`src/rtl/sram_port_arbiter.sv`:
```
// Fetch/data arbiter for the single-port 1024x32 OpenRAM macro, 1-cycle reads.
// Define SRAM_RMW_EN to service sub-word stores with a read-modify-write.
module sram_port_arbiter #(
    parameter int ADDR_WIDTH   = 10,
    parameter int DATA_WIDTH   = 32,
    parameter int STARVE_LIMIT = 4
) (
    input  logic                  clk,
    input  logic                  rst,
    input  logic                  i_req_valid,
    output logic                  i_req_ready,
    input  logic [31:0]           i_req_addr,
    output logic                  i_rsp_valid,
    output logic [DATA_WIDTH-1:0] i_rsp_rdata,
    input  logic                  d_req_valid,
    output logic                  d_req_ready,
    input  logic                  d_req_we,
    input  logic [31:0]           d_req_addr,
    input  logic [DATA_WIDTH-1:0] d_req_wdata,
    input  logic [3:0]            d_req_wstrb,
    output logic                  d_rsp_valid,
    output logic [DATA_WIDTH-1:0] d_rsp_rdata,
    output logic                  csb0,
    output logic                  web0,
    output logic [ADDR_WIDTH-1:0] addr0,
    output logic [DATA_WIDTH-1:0] din0,
    input  logic [DATA_WIDTH-1:0] dout0
);

    logic [3:0]            starve_cnt;
    logic                  in_rmw;
    logic                  i_sel;
    logic                  grant_ok;
    logic                  i_fire;
    logic                  d_fire;
    logic                  d_nop;
    logic                  d_partial;
    logic                  d_write;
    logic                  d_rd_q;
    logic [ADDR_WIDTH-1:0] i_widx;
    logic [ADDR_WIDTH-1:0] d_widx;
    logic                  unused_addr_bits;

    assign i_widx = i_req_addr[ADDR_WIDTH+1:2];
    assign d_widx = d_req_addr[ADDR_WIDTH+1:2];
    assign unused_addr_bits = ^{i_req_addr[31:ADDR_WIDTH+2], i_req_addr[1:0],
                                d_req_addr[31:ADDR_WIDTH+2], d_req_addr[1:0]};

`ifdef SRAM_RMW_EN
    localparam logic [0:0] IDLE   = 1'b0;
    localparam logic [0:0] RMW_WR = 1'b1;

    logic [0:0]            state;
    logic [ADDR_WIDTH-1:0] rmw_addr;
    logic [DATA_WIDTH-1:0] rmw_wdata;
    logic [3:0]            rmw_wstrb;

    function automatic logic [DATA_WIDTH-1:0] merge_bytes(
        input logic [DATA_WIDTH-1:0] old_w,
        input logic [DATA_WIDTH-1:0] new_w,
        input logic [3:0]            strb
    );
        logic [DATA_WIDTH-1:0] res;
        res = old_w;
        for (int b = 0; b < 4; b++) begin
            if (strb[b]) res[8*b +: 8] = new_w[8*b +: 8];
        end
        return res;
    endfunction

    assign in_rmw    = (state == RMW_WR);
    assign d_partial = d_req_we && (d_req_wstrb != 4'h0) && (d_req_wstrb != 4'hF);
`else
    assign in_rmw    = 1'b0;
    assign d_partial = 1'b0;
`endif

    // Data wins unless the fetch port has waited too long or data is idle.
    assign i_sel       = (starve_cnt >= 4'(STARVE_LIMIT)) || (i_req_valid && !d_req_valid);
    assign grant_ok    = !rst && !in_rmw;
    assign i_req_ready = grant_ok && i_sel;
    assign d_req_ready = grant_ok && !i_sel;
    assign i_fire      = i_req_valid && i_req_ready;
    assign d_fire      = d_req_valid && d_req_ready;
    assign d_nop       = d_req_we && (d_req_wstrb == 4'h0);
    assign d_write     = d_req_we && !d_nop && !d_partial;

    always_comb begin
        csb0  = 1'b1;
        web0  = 1'b1;
        addr0 = '0;
        din0  = '0;
`ifdef SRAM_RMW_EN
        if (in_rmw && !rst) begin
            csb0  = 1'b0;
            web0  = 1'b0;
            addr0 = rmw_addr;
            din0  = merge_bytes(dout0, rmw_wdata, rmw_wstrb);
        end else
`endif
        if (i_fire) begin
            csb0  = 1'b0;
            addr0 = i_widx;
        end else if (d_fire && !d_nop) begin
            csb0  = 1'b0;
            addr0 = d_widx;
            if (d_write) begin
                web0 = 1'b0;
                din0 = d_req_wdata;
            end
        end
    end

    always_ff @(posedge clk) begin
        if (rst) begin
            starve_cnt  <= 4'd0;
            i_rsp_valid <= 1'b0;
            d_rsp_valid <= 1'b0;
            d_rd_q      <= 1'b0;
        end else begin
            i_rsp_valid <= i_fire;
            d_rsp_valid <= (d_fire && !d_partial) || in_rmw;
            d_rd_q      <= d_fire && !d_req_we;
            if (!i_req_valid || i_fire) begin
                starve_cnt <= 4'd0;
            end else if (starve_cnt != 4'hF) begin
                starve_cnt <= starve_cnt + 4'd1;
            end
        end
    end

`ifdef SRAM_RMW_EN
    always_ff @(posedge clk) begin
        if (rst) begin
            state <= IDLE;
        end else if (d_fire && d_partial) begin
            state <= RMW_WR;
        end else begin
            state <= IDLE;
        end
    end

    always_ff @(posedge clk) begin
        if (d_fire && d_partial) begin
            rmw_addr  <= d_widx;
            rmw_wdata <= d_req_wdata;
            rmw_wstrb <= d_req_wstrb;
        end
    end
`endif

    // Read data is only forwarded while the matching response is valid.
    assign i_rsp_rdata = i_rsp_valid ? dout0 : '0;
    assign d_rsp_rdata = d_rd_q ? dout0 : '0;

endmodule
```
`config.mk`:
```
export PLATFORM = sky130hd
export DESIGN_NAME = sram_port_arbiter
export DESIGN_NICKNAME = d
export VERILOG_FILES = /design/src/rtl/sram_port_arbiter.sv
export SDC_FILE = /design/constraint.sdc
export NUM_CORES = 1
export LEC_CHECK = 0
export ABC_AREA = 1
export BUFFER_PORTS_ARGS = -buffer_cell sky130_fd_sc_hd__clkbuf_2
export CELL_PAD_IN_SITES_DETAIL_PLACEMENT = 0
export CELL_PAD_IN_SITES_GLOBAL_PLACEMENT = 2
export CORE_UTILIZATION = 10
export DETAILED_ROUTE_END_ITERATION = 12
export PLACE_DENSITY_LB_ADDON = 0.05
export SKIP_LAST_GASP = 1
export SLEW_MARGIN = 20
export SYNTH_ARGS = -nofsm -noshare
export SYNTH_HDL_FRONTEND = slang
export SYNTH_SLANG_ARGS = --single-unit
```
`constraint.sdc`:
```
create_clock -name clk -period 1.5 [get_ports clk]
set_clock_uncertainty 0.05 [all_clocks]
set_input_delay 0.075 -clock clk [delete_from_list [all_inputs] [get_ports clk]]
set_output_delay 0.075 -clock clk [all_outputs]
set_load 0.02 [all_outputs]
```
==> metrics.cfg <==
[outcome]
outcome = complete, no violations

[drt]
vias = 2232
routed_wl_um = 6190
antenna_left = 0
first_pass_iters = 4
drc = 0
vias_per_cell = 3.35
routedWlPerCell_um = 9.28
drt_iter0_markers = 88

[clock_tree]
cts_tree = built
cts_sinks = 7
clk_pin_slew_worst_paths_ns = 0.04
clk_latency_ns = 0.23
cts_root_buf = clkbuf_16
postCtsHoldBufs = 0
numCtsBuffers = 3
htreeDepth = 1
clock_path_buffers = 2

[global_routing]
first_global_vias = 1765
grt-ovfl-total = 0
grtUsageTotal_pct = 7.16
grt_pass1_wl_um = 8600
antenna_found_initial = 0
grt_max_degree = 36

[power_and_ir_drop]
seqPwrFrac_pct = 16.6
clkPwrFrac_pct = 38.6
power.leakage_uw = 0.00220
finalPower_uw = 1190
p_sw_share_pct = 35.0
ir_worst_vdd_mv = 0.286
power_density_mw_per_mm2 = 398
p_comb_share_pct = 44.8
p_int_uw = 770
p_sw_uw = 415

[placement]
place_congestion = 0.620
dpl.hpwl_um = 4890
io_buffers = 204
place_ws_ns = 0.101

[floorplan]
die_w_um = 124
start_util_pct = 10.2
num_rows = 44
dieArea_mm2 = 0.0153
core_area_mm2 = 0.0145
die_height_um = 124
io_pins = 249

[critical_path]
startpoint_type = register
cp.arrival_ns = 1.37
rr_worst_depth = 6
rrSetupSlack_ns = 0.30
critPathCaptureType = primary output
critPathKind = reg -> out
worstPathRequired_ns = 1.37
r2r-end = starve_cnt[1]
r2r_start = starve_cnt[2]
path_max_fanout = 12
cp-startpoint = starve_cnt[2]

[yosys]
synth-seq-cells = 7
synth_seq_area_share_pct = 9.44
syn_area_per_cell_um2 = 5.30
synth_cells = 280
yosys_warnings = 0
syn-cell-area_mm2 = 0.00149
syn-num-nets = 418
ys_types = 20

[sta]
min_period_ns = 1.50
hold_viol = 0
finalMaxSlewViolations = 0
setup_ws_ns = 0.00261
setup_viol = 0
min_period_over_period_pct = 99.8
max_clock_freq_ghz = 0.668
rsz0062_at_grt = true
fin_tns_setup_ns = 0

[worst_hold_path]
whs_path_depth = 2
hold_start = d_req_we
holdPathEnd = d_rd_q
min-delay-path-class = in -> reg

[cells_and_area]
drive_gt1_share_pct = 53.0
synthToLayoutAreaGrowth_pct = 101
layout_commonest_cell = clkbuf_2
final_cell_mix = clkbuf_2, inv_1, nand2_1
nNetsFinal = 622
diodes = 0
n_fill_cell = 1695
final_core_util_pct = 20.5

[job]
maxCapViolations = 0

cells by family (layout without fill, tap and decap cells):
kind of cell	count (synthesis)	in the layout	synth area share, %
buffers and inverters	119	322	33.0
other	1	1	0.252
AND/OR/NAND/NOR	148	148	54.8
AO/OA/AOI/OAI	3	3	1.01
adder cells (fa/ha/maj)	1	1	0.842
flip-flops	7	7	9.44
XOR/XNOR	1	1	0.590
sequential cells by signal, indices dropped and copies added, names as in the netlist:
signal	flops
starve_cnt	4
d_rsp_valid	1
i_rsp_valid	1
d_rd_q	1
how the worst max path moves through the flow:
stage | cells after the start | endpoint | slack [ns]
final | 7 | addr0[6] | 0.003
after CTS | 7 | addr0[8] | -0.02
after detailed placement | 6 | addr0[8] | 0.10
after floorplan | 3 | din0[0] | 0.20
after global placement | 6 | addr0[4] | 0.1
after global routing | 5 | din0[31] | -0.09
power by group through the flow:
stage | combinational (uW) | sequential, uW | clock (uW)
after floorplan | 263 | 203 | 0
after global placement | 509 | 200 | 0
after detailed placement | 506 | 200 | 0
after CTS | 526 | 198 | 463
after global routing | 590 | 197 | 480
final | 531 | 196 | 458
Yosys cell counts:
master | instances | share of area (%)
inv_1 | 102 | 26
nand2_2 | 2 | 0.84
nor3_1 | 3 | 1.0
a21oi_1 | 3 | 1.0
nor2_2 | 1 | 0.42
nor3_2 | 29 | 20
inv_2 | 1 | 0.25
buf_6 | 5 | 3.8
nand3_1 | 3 | 1.0
nand4_1 | 12 | 5.1
nand2_1 | 90 | 23
nand4_4 | 1 | 1.4
clkbuf_1 | 6 | 1.5
dfxtp_1 | 7 | 9.4
nor2_4 | 2 | 1.5
nor2_1 | 5 | 1.3
xnor2_1 | 1 | 0.59
conb_1 | 1 | 0.25
buf_2 | 5 | 1.7
ha_1 | 1 | 0.84
per-stage QoR:
stage	cells	hold slack, ns	cell area, um2
6_report	667	0.0112	2980
5_1_grt	667	0.0339	2980
4_1_cts	665	0.0135	2880
3_5_place_dp	659	0.253	2740
3_3_place_gp	659	0.251	2740
2_1_floorplan	280	0.0974	1490
timing repair:
| item | 4_1_cts | 5_1_grt |
|---|---|---|
| setup buffers | 2 | 3 |
| resized for setup | 8 | 73 |
| setup endpoints to repair | 44 | 44 |
| hold endpoints to repair | 0 | 0 |
| pin swaps | 2 | 3 |
critical path, stage by stage, from the launching register on:
cell	delay, ns
dfxtp_2	0.33
nor2_4	0.15
nand2_2	0.10
nor2_4	0.13
buf_12	0.13
nand4_1	0.08
nand2_1	0.06
clkbuf_4	0.15
final cells by class:
class,count,area (um2),share of cell area [%]
sequential,7,145,4.87
inverter,103,387,13.0
multi-input combinational,154,860,28.9
clock buffer,4,78.8,2.65
timing repair buffer,215,1280,42.9
tap,184,230,7.73
routing by layer:
layer | vias up | track usage, % | share of wire (%)
met3 | 5 | 1.92 | 11
met4 | 0 | 2.03 | 1.0
met1 | 911 | 8.39 | 39
met5 | - | 0 | 0
li1 | 1194 | - | -
met2 | 122 | 12.7 | 48
Note: power is estimated with default switching activity, not from simulation.
